<file path="src/rtl/gate_stim_sequencer_if.sv">
// Control/stimulus bundle for gate_stim_sequencer.
//   master : supervising controller (drives start/pause/abort, observes the rest)
//   slave  : the sequencer itself
// Signals:
//   start, pause, abort   controller -> sequencer
//   aa, bb, cc            registered gate inputs
//   step_idx[2:0]         pattern step currently driven
//   step_strobe           first cycle of each step
//   busy, done            RUN/HOLD indicator, end-of-sequence pulse
interface gate_stim_sequencer_if;
  logic       start;
  logic       pause;
  logic       abort;
  logic       aa;
  logic       bb;
  logic       cc;
  logic [2:0] step_idx;
  logic       step_strobe;
  logic       busy;
  logic       done;

  modport master (
    output start, pause, abort,
    input  aa, bb, cc, step_idx, step_strobe, busy, done
  );

  modport slave (
    input  start, pause, abort,
    output aa, bb, cc, step_idx, step_strobe, busy, done
  );
endinterface

</file>
<file path="src/rtl/gate_stim_sequencer.sv">
// Stimulus generator for the and_or_not_xor gate block.
// Walks a fixed 7-step {aa,bb,cc} pattern, holding each step DWELL_CYCLES
// cycles, holds the last step HOLD_CYCLES more, then pulses done.
// Ports:
//   clk    system clock, rising edge
//   rst_n  asynchronous active-low reset
//   bus    slave side of gate_stim_sequencer_if (start/pause/abort in;
//          aa/bb/cc, step_idx, step_strobe, busy, done out, all from flops)
module gate_stim_sequencer #(
  parameter int DWELL_CYCLES = 10,
  parameter int HOLD_CYCLES  = 100
) (
  input  logic                  clk,
  input  logic                  rst_n,
  gate_stim_sequencer_if.slave  bus
);

  localparam int MAXV = (DWELL_CYCLES > HOLD_CYCLES) ? DWELL_CYCLES : HOLD_CYCLES;
  localparam int CW   = $clog2(MAXV + 1);
  localparam logic [CW-1:0] DWELL_RL = CW'(DWELL_CYCLES - 1);
  localparam logic [CW-1:0] HOLD_RL  = CW'(HOLD_CYCLES - 1);
  localparam logic [2:0]    LAST     = 3'd6;

  typedef enum logic [1:0] {IDLE, RUN, HOLD, DONE} state_t;

  state_t        state_q, state_d;
  logic [CW-1:0] cnt_q, cnt_d;
  logic [2:0]    idx_q, idx_d;
  logic [2:0]    abc_q, abc_d;   // {aa,bb,cc}
  logic          strobe_q, strobe_d;
  logic          busy_q, busy_d;
  logic          done_q, done_d;

  function automatic logic [2:0] pat(input logic [2:0] i);
    case (i)
      3'd0:    pat = 3'b000;
      3'd1:    pat = 3'b100;
      3'd2:    pat = 3'b000;
      3'd3:    pat = 3'b010;
      3'd4:    pat = 3'b110;
      3'd5:    pat = 3'b111;
      default: pat = 3'b110;
    endcase
  endfunction

  always_comb begin
    state_d  = state_q;
    cnt_d    = cnt_q;
    idx_d    = idx_q;
    abc_d    = abc_q;
    strobe_d = 1'b0;

    if (bus.abort && state_q != IDLE) begin
      // abort is a no-op in IDLE so a coincident start still launches
      state_d = IDLE;
      cnt_d   = '0;
      idx_d   = '0;
      abc_d   = '0;
    end else begin
      case (state_q)
        IDLE: begin
          if (bus.start) begin
            state_d  = RUN;
            cnt_d    = DWELL_RL;
            idx_d    = '0;
            abc_d    = pat(3'd0);
            strobe_d = 1'b1;
          end
        end
        RUN: begin
          if (!bus.pause) begin
            if (cnt_q != '0) begin
              cnt_d = cnt_q - 1'b1;
            end else if (idx_q != LAST) begin
              idx_d    = idx_q + 3'd1;
              abc_d    = pat(idx_q + 3'd1);
              cnt_d    = DWELL_RL;
              strobe_d = 1'b1;
            end else begin
              state_d = HOLD;
              cnt_d   = HOLD_RL;
            end
          end
        end
        HOLD: begin
          if (!bus.pause) begin
            if (cnt_q != '0) cnt_d = cnt_q - 1'b1;
            else             state_d = DONE;
          end
        end
        default: begin   // DONE: single cycle, outputs still on last step
          state_d = IDLE;
          cnt_d   = '0;
          idx_d   = '0;
          abc_d   = '0;
        end
      endcase
    end

    // status flags registered alongside the state they describe
    busy_d = (state_d == RUN) || (state_d == HOLD);
    done_d = (state_d == DONE);
  end

  always_ff @(posedge clk or negedge rst_n) begin
    if (!rst_n) begin
      state_q  <= IDLE;
      cnt_q    <= '0;
      idx_q    <= '0;
      abc_q    <= '0;
      strobe_q <= 1'b0;
      busy_q   <= 1'b0;
      done_q   <= 1'b0;
    end else begin
      state_q  <= state_d;
      cnt_q    <= cnt_d;
      idx_q    <= idx_d;
      abc_q    <= abc_d;
      strobe_q <= strobe_d;
      busy_q   <= busy_d;
      done_q   <= done_d;
    end
  end

  assign bus.aa          = abc_q[2];
  assign bus.bb          = abc_q[1];
  assign bus.cc          = abc_q[0];
  assign bus.step_idx    = idx_q;
  assign bus.step_strobe = strobe_q;
  assign bus.busy        = busy_q;
  assign bus.done        = done_q;

endmodule

</file>
<file path="src/flat_wrapper.sv">
// flat-port wrapper written by rule: the top's interface ports become plain ports
module gate_stim_sequencer_flat 
#(
  parameter int DWELL_CYCLES = 10,
  parameter int HOLD_CYCLES  = 100
)
  (clk, rst_n, bus_start, bus_pause, bus_abort, bus_aa, bus_bb, bus_cc, bus_step_idx, bus_step_strobe, bus_busy, bus_done);
  gate_stim_sequencer_if bus_i ();
  input  logic clk;
  input  logic rst_n;
  input wire logic [$bits(bus_i.start)-1:0] bus_start;
  input wire logic [$bits(bus_i.pause)-1:0] bus_pause;
  input wire logic [$bits(bus_i.abort)-1:0] bus_abort;
  output wire logic [$bits(bus_i.aa)-1:0] bus_aa;
  output wire logic [$bits(bus_i.bb)-1:0] bus_bb;
  output wire logic [$bits(bus_i.cc)-1:0] bus_cc;
  output wire logic [$bits(bus_i.step_idx)-1:0] bus_step_idx;
  output wire logic [$bits(bus_i.step_strobe)-1:0] bus_step_strobe;
  output wire logic [$bits(bus_i.busy)-1:0] bus_busy;
  output wire logic [$bits(bus_i.done)-1:0] bus_done;
  assign bus_i.start = bus_start;
  assign bus_i.pause = bus_pause;
  assign bus_i.abort = bus_abort;
  assign bus_aa = bus_i.aa;
  assign bus_bb = bus_i.bb;
  assign bus_cc = bus_i.cc;
  assign bus_step_idx = bus_i.step_idx;
  assign bus_step_strobe = bus_i.step_strobe;
  assign bus_busy = bus_i.busy;
  assign bus_done = bus_i.done;
  gate_stim_sequencer #(.DWELL_CYCLES(DWELL_CYCLES), .HOLD_CYCLES(HOLD_CYCLES)) u_core (.clk(clk), .rst_n(rst_n), .bus(bus_i));
endmodule
</file>
<file path="config.mk">
export PLATFORM = sky130hd
export DESIGN_NAME = gate_stim_sequencer_flat
export DESIGN_NICKNAME = d
export VERILOG_FILES = /design/src/rtl/gate_stim_sequencer_if.sv /design/src/rtl/gate_stim_sequencer.sv /design/src/flat_wrapper.sv
export SDC_FILE = /design/constraint.sdc
export NUM_CORES = 1
export LEC_CHECK = 0
export CAP_MARGIN = 15
export CORE_MARGIN = 3
export CORE_UTILIZATION = 32
export CTS_CLUSTER_DIAMETER = 150
export DETAILED_ROUTE_END_ITERATION = 8
export PLACE_DENSITY = 0.5
export REMOVE_ABC_BUFFERS = 1
export SETUP_SLACK_MARGIN = 0.05
export SLEW_MARGIN = 10
export SYNTH_ARGS = -nofsm -noshare
export SYNTH_HDL_FRONTEND = slang
export SYNTH_SLANG_ARGS = --single-unit
</file>
<file path="constraint.sdc">
create_clock -name clk -period 4.3 [get_ports clk]
set_input_delay 0.645 -clock clk [delete_from_list [all_inputs] [get_ports clk]]
set_output_delay 0.645 -clock clk [all_outputs]
set_load 0.03 [all_outputs]
</file>
== Word-level counts from Yosys, hierarchy flattened ==
Cells that the tools add are included.
Word-level totals
  register bits: 18
  input bits: 5
  output and inout port bits: 9
  logic and storage cells: 69
Operators by class
  $add $sub $neg: 2
  equal/unequal tests: 17
  muxes and demuxes: 34
  reduce and logical (&&, ||, !) cells: 9
Operators by type and width (number)
  7-bit 2-to-1 mux: 7
  3-bit 2-to-1 mux: 9
  7-bit case mux with 3 select lines: 1
  3-bit case mux with 3 select lines: 2
  2-bit 2-to-1 mux: 7
  3-bit by 2-bit inequality test with 1-bit output (second input constant): 4
  3-bit case mux with 4 select lines: 1
  7-bit nonzero test: 1
  7-bit by 1-bit subtractor with 7-bit output (second input constant): 1
  2-bit equality test (second input constant): 3
  3-bit by 2-bit equality test with 1-bit output (second input constant): 2
  3-bit by 1-bit inequality test with 1-bit output (second input constant): 2
  2-bit case mux with 3 select lines: 1
  1-bit 2-to-1 mux: 5
  5-bit AND reduction: 1
  2-bit by 1-bit equality test with 1-bit output (second input constant): 2
  4-bit AND reduction: 1
  3-bit by 1-bit adder with 3-bit output (second input constant): 1
  3-bit by 1-bit equality test with 1-bit output (second input constant): 1
  3-bit equality test (second input constant): 1
  3-bit zero test: 1
  3-bit inequality test (second input constant): 1
  2-bit zero test: 1
  2-bit by 1-bit inequality test with 1-bit output (second input constant): 1
  other kinds (5): 5

== Depth between registers and ports, before layout ==
  depth after elaboration: 9
  mapped depth: 7
  mapped depth without buffers: 7

== Least setup slack after synthesis ==
Ideal clock, no wire load.
  kind: register -> register
  start: reg u_core.cnt_q[3]
  end: reg u_core.busy_q, in the netlist u_core.bus.busy
  setup time: 0.126 ns
  arrival: 2.135 ns
  data required time: 4.174 ns
  setup slack: 2.039 ns
  stages on the path, launching flop included: 7
  buffers on the path: 1
  clock period less this slack: 2.261 ns
  cells stage by stage: dfrtp_1 -> or4_1 -> buf_2 -> or3_4 -> or3_1 -> a21oi_1 -> ha_1
Between the ends
  longest elaborated chain between the ends: 7
  elaborated cells between the ends (all ways): 10
  classes of those cells: 2 x eq/ne; 6 x mux; 2 x reduce/logical
Ends and longest elaborated chain
  start: declaration: line gate_stim_sequencer.sv:27  | logic [CW-1:0] cnt_q, cnt_d;
  start signal: assignment: line gate_stim_sequencer.sv:116  | cnt_q <= cnt_d;
  7-bit nonzero test (*): line gate_stim_sequencer.sv:72, gate_stim_sequencer.sv:87
  2-bit 2-to-1 mux, on equally long branches: line gate_stim_sequencer.sv:87, gate_stim_sequencer.sv:72
  2-bit 2-to-1 mux, on equally long branches: line gate_stim_sequencer.sv:86, gate_stim_sequencer.sv:71
  2-bit case mux with 3 select lines (*): line gate_stim_sequencer.sv:60  | case (state_q)
  2-bit 2-to-1 mux (*): line gate_stim_sequencer.sv:53  | if (bus.abort && state_q != IDLE) begin
  named net u_core.state_d[1]: line gate_stim_sequencer.sv:26  | state_t state_q, state_d;
  2-bit by 1-bit equality test with 1-bit output or 2-bit equality test (tied branches): line gate_stim_sequencer.sv:101  | busy_d = (state_d == RUN) || (state_d == HOLD);
  1-bit logical OR (*): line gate_stim_sequencer.sv:101
  named net u_core.busy_d: line gate_stim_sequencer.sv:31  | logic busy_q, busy_d;
  end signal: assignment: line gate_stim_sequencer.sv:120  | busy_q <= busy_d;
  end: declaration: line gate_stim_sequencer.sv:31
Mark *: on every way through the listed nets, which the timed path passes. The rest lies on a longest branch.
A chain may end at the register's enable or synchronous reset.

== Worst setup path in the final report ==
  start: reg u_core.cnt_q[3]
  end: reg u_core.idx_q[0], in the netlist u_core.bus.step_idx[0]
Between the ends
  longest elaborated chain between the ends: 3
Ends and longest elaborated chain
  7-bit nonzero test: line gate_stim_sequencer.sv:72  | if (cnt_q != '0) begin
  3-bit by 2-bit inequality test with 1-bit output (no source line)
  5-bit AND reduction (no source line)
  end signal: assignment: line gate_stim_sequencer.sv:117  | idx_q <= idx_d;
  end: declaration: line gate_stim_sequencer.sv:28  | logic [2:0] idx_q, idx_d;
Every way passes these cells.

==> metrics.md <==
| Metric | Value |
|---|---|
| Main area contributors after synthesis | `dfrtp_1 37%, ha_1 9.2%, a22o_1 5.0%` |
| Final hold vios | `0` |
| Avg Inst Size Synth | `9.27 um2` |
| Status | `finished clean` |
| Worst-margin pin slew | `between 1 and 1.5 ns` |
| Final period util | `57.7%` |
| Delay-heaviest family, CP | `simple AND/OR/NAND/NOR gates` |
| Netlist Area Pre-Place | `0.00122 mm2` |
| TritonCTS clock tree | `done` |
| Post-Layout Cell Count | `between 150 and 200` |
| First-pass GRT wire length | `around 5 mm` |
| Lkg Pwr | `approximately 0.66 nW` |
| Drt drc | `0` |
| Power Density | `433 mW/mm2` |
| # nets final | `161` |
| Total GRT Usage | `14.5%` |
| Num CTS Buffers | `3` |
| Layout Skew | `0.00109 ns` |
| Post-synthesis sequential area ratio | `36.8%` |
| Antenna diode count | `0` |
| Crit. End Element | `register` |
| CTS Root Cell | `clkbuf_8` |
| Leading area contributor after synthesis | `dfrtp_1` |
| Wire per inst | `15.7 um` |
| Hold buffer count at cts | `0` |
| Yosys warns | `0` |
| Clock slew at reported path FFs | `0.07 ns` |
| Setup bufs post-CTS | `0` |
| Row count | `21` |
| Placeable Area | `~0.0035 mm2` |
| Synth Register Bits | `18` |
| Sink Count | `18` |
| Crit-path cells | `nor4_1 > nand3_1 > nor3_1 > mux2_2` |
| Die X | `67.8 um` |
| R2R Setup Slk | `1.82 ns` |
| Grt ovf | `0` |
| Min Tclk post-route | `2.48 ns` |
| Vias in the first global route | `about 1000` |
| Crit-path max cell delay | `0.91 ns` |
| IO Port Bufs | `13` |
| Yosys top cell area share | `36.8%` |
| Synth Flop Type | `dfrtp_1` |
| Critical Path RT | `4.50 ns` |
| CTS max path bufs | `2` |
| # Max-Cap Violations | `0` |
| Area added between synthesis and finish | `17.7%` |
| Bufs and invs on worst path | `0` |
| Starting density of the core | `35.0%` |
| DP Cell Count | `roughly 190` |
| Vias per cell | `5.75` |
| Die height | `67.8 um` |
| Area after DPL | `0.00140 mm2` |
| Layout cell share with drive strength beyond 1 | `under 10%` |
| Max H-tree Level | `1` |
| Largest net degree at the start of global routing | `19` |
| First-pass detailed-route iteration total | `4` |
| Die footprint | `around 0.0046 mm2` |
| Post-DP HPWL | `~2.2 mm` |
| Via count | `1099` |
| RR Endpoint | `u_core.bus.step_idx[0]` |
| Initial antenna violation count | `0` |
| DR iter-0 viols | `110` |
| Final ANT Viol Nets | `0` |
| Final instance area | `0.00144 mm2` |
| Worst reg2reg path startpoint | `u_core.cnt_q[3]` |
| EDFF count, synth | `0` |
| RD Place Congestion | `about 0.86` |
| Synth cell types | `43` |
| Max Freq | `~400 MHz` |
| IO Pins | `14` |
| Setup violations, final | `0` |
| CP Launch Type | `register` |
| Min-delay src | `u_core.abc_q[1]` |
| CP max-delay cell | `nor4_1` |
| Worst skew pair latency | `0.26 ns` |
| Setup TNS | `0 ns` |
| CP Max Fanout | `6` |
| # resized after CTS | `0` |
| Hold depth | `1` |
| WP data arrival | `2.68 ns` |
| R2R cell count | `4` |
| Min-Delay Endpoint | `u_core.abc_q[1]` |
| Cells after Synth | `132` |
| Relative slew margins | `30.1%` |
| Max VDD drop | `between 0.15 and 0.2 mV` |
| Setup Crit Path Kind | `register to register` |
| Final WL | `between 3 and 4 mm` |
| Unrepaired setup endpoints after global routing | `false` |
| Ys async rst share | `100%` |
| Worst Hold Class | `register to register` |
| Final Slew Violations | `0` |
[flip-flops by register name (all words and copies together) (netlist names)]
| register | cells |
|---|---|
| u_core.cnt_q | 7 |
| u_core.abc_q | 3 |
| u_core.state_q | 2 |
| u_core.bus.done | 1 |
| u_core.bus.step_strobe | 1 |
| u_core.bus.busy | 1 |
| u_core.bus.step_idx | 3 |
[final cells by class]
cell class	instances	area [um2]
clock buffer	3	41.3
inverter	9	33.8
fill	352	2050
multi-input combinational	102	727
timing repair buffer	13	130
tap	46	57.6
sequential	18	450
[report_power, final]
part / switching (W) / internal (W) / leakage (nW)
clock network: 0.0000570 / 0.0000624 / 0.0216
logic: 0.000164 / 0.000108 / 0.397
registers: 0.0000371 / 0.000195 / 0.240
total: 0.000258 / 0.000365 / 0.659
[worst reg2reg max path: stages, from the launching register on]
cell,delay (ns)
dfrtp_1,0.44
nor4_1,0.91
nand3_1,0.24
nor3_1,0.56
mux2_2,0.26
[metrics by stage]
| stage | worst slack, ns | hold slack, ns | utilization [%] | power [W] |
|---|---|---|---|---|
| 2_1_floorplan | 2.06 | 0.349 | - | 0.000422 |
| 3_3_place_gp | 1.79 | 0.492 | 40.0 | 0.000503 |
| 3_5_place_dp | 1.73 | 0.491 | 40.0 | 0.000502 |
| 4_1_cts | 1.81 | 0.511 | 41.2 | 0.000626 |
| 5_1_grt | 1.62 | 0.515 | 41.2 | 0.000668 |
| 6_report | 1.82 | 0.509 | 41.2 | 0.000623 |
[cell usage in the layout, fill, tap and decap left out, drive strengths merged, types with 7 or more instances in the layout]
cell,netlist,final
a22o,7,7
clkdlybuf4s50,0,13
dfrtp,18,18
o21ai,7,7
nand2b,7,7
a21oi,7,7
nand2,9,9
ha,9,9
inv,9,9
[logic make-up (layout without fill, tap and decap cells)]
group	count (synthesis)	count (layout)	synth area share (%)
compound gates	43	43	25.9
xor+xnor	2	2	1.43
fa+ha+maj	9	9	9.20
buf+inv	12	25	3.78
flops	18	18	36.8
mux	2	2	1.84
simple gates	46	46	21.1
[cell usage after synthesis (2+ instances only)]
master and number:
nor3_1 6, nor3b_1 2, or3_1 2, nor2_1 6
a32o_1 2, nand3_1 2, a21o_1 3, clkbuf_1 2
nand2_1 9, mux2_2 2, nor2b_1 3, a31oi_1 2
a21oi_1 7, o22ai_1 2, dfrtp_1 18, ha_1 9
inv_1 9, a211o_1 2, o21ai_0 7, and3_1 2
nand2b_1 7, a22o_1 7
[routing by layer]
| layer | wire, um | vias to the layer above | GRT usage (%) |
|---|---|---|---|
| met2 | 1340 | 42 | 22.5 |
| met3 | 246 | 8 | 3.28 |
| met1 | 1360 | 523 | 20.0 |
| met5 | 0 | - | 0 |
| li1 | - | 526 | - |
| met4 | 57 | 0 | 4.71 |
[how the worst max path moves through the flow]
| stage | startpoint | end | slack, ns | depth (start not counted) |
|---|---|---|---|---|
| 6_report | u_core.cnt_q[3] | u_core.bus.step_idx[0] | 1.82 | 4 |
| 3_3_place_gp | bus_abort | u_core.abc_q[0] | 1.79 | 5 |
| 4_1_cts | u_core.cnt_q[3] | u_core.bus.step_idx[0] | 1.81 | 4 |
| 3_5_place_dp | bus_abort | u_core.abc_q[0] | 1.73 | 5 |
| 5_1_grt | u_core.cnt_q[3] | u_core.bus.step_idx[0] | 1.62 | 4 |
| 2_1_floorplan | u_core.cnt_q[3] | u_core.bus.busy | 2.06 | 5 |
(Power assumes the default switching activity.)
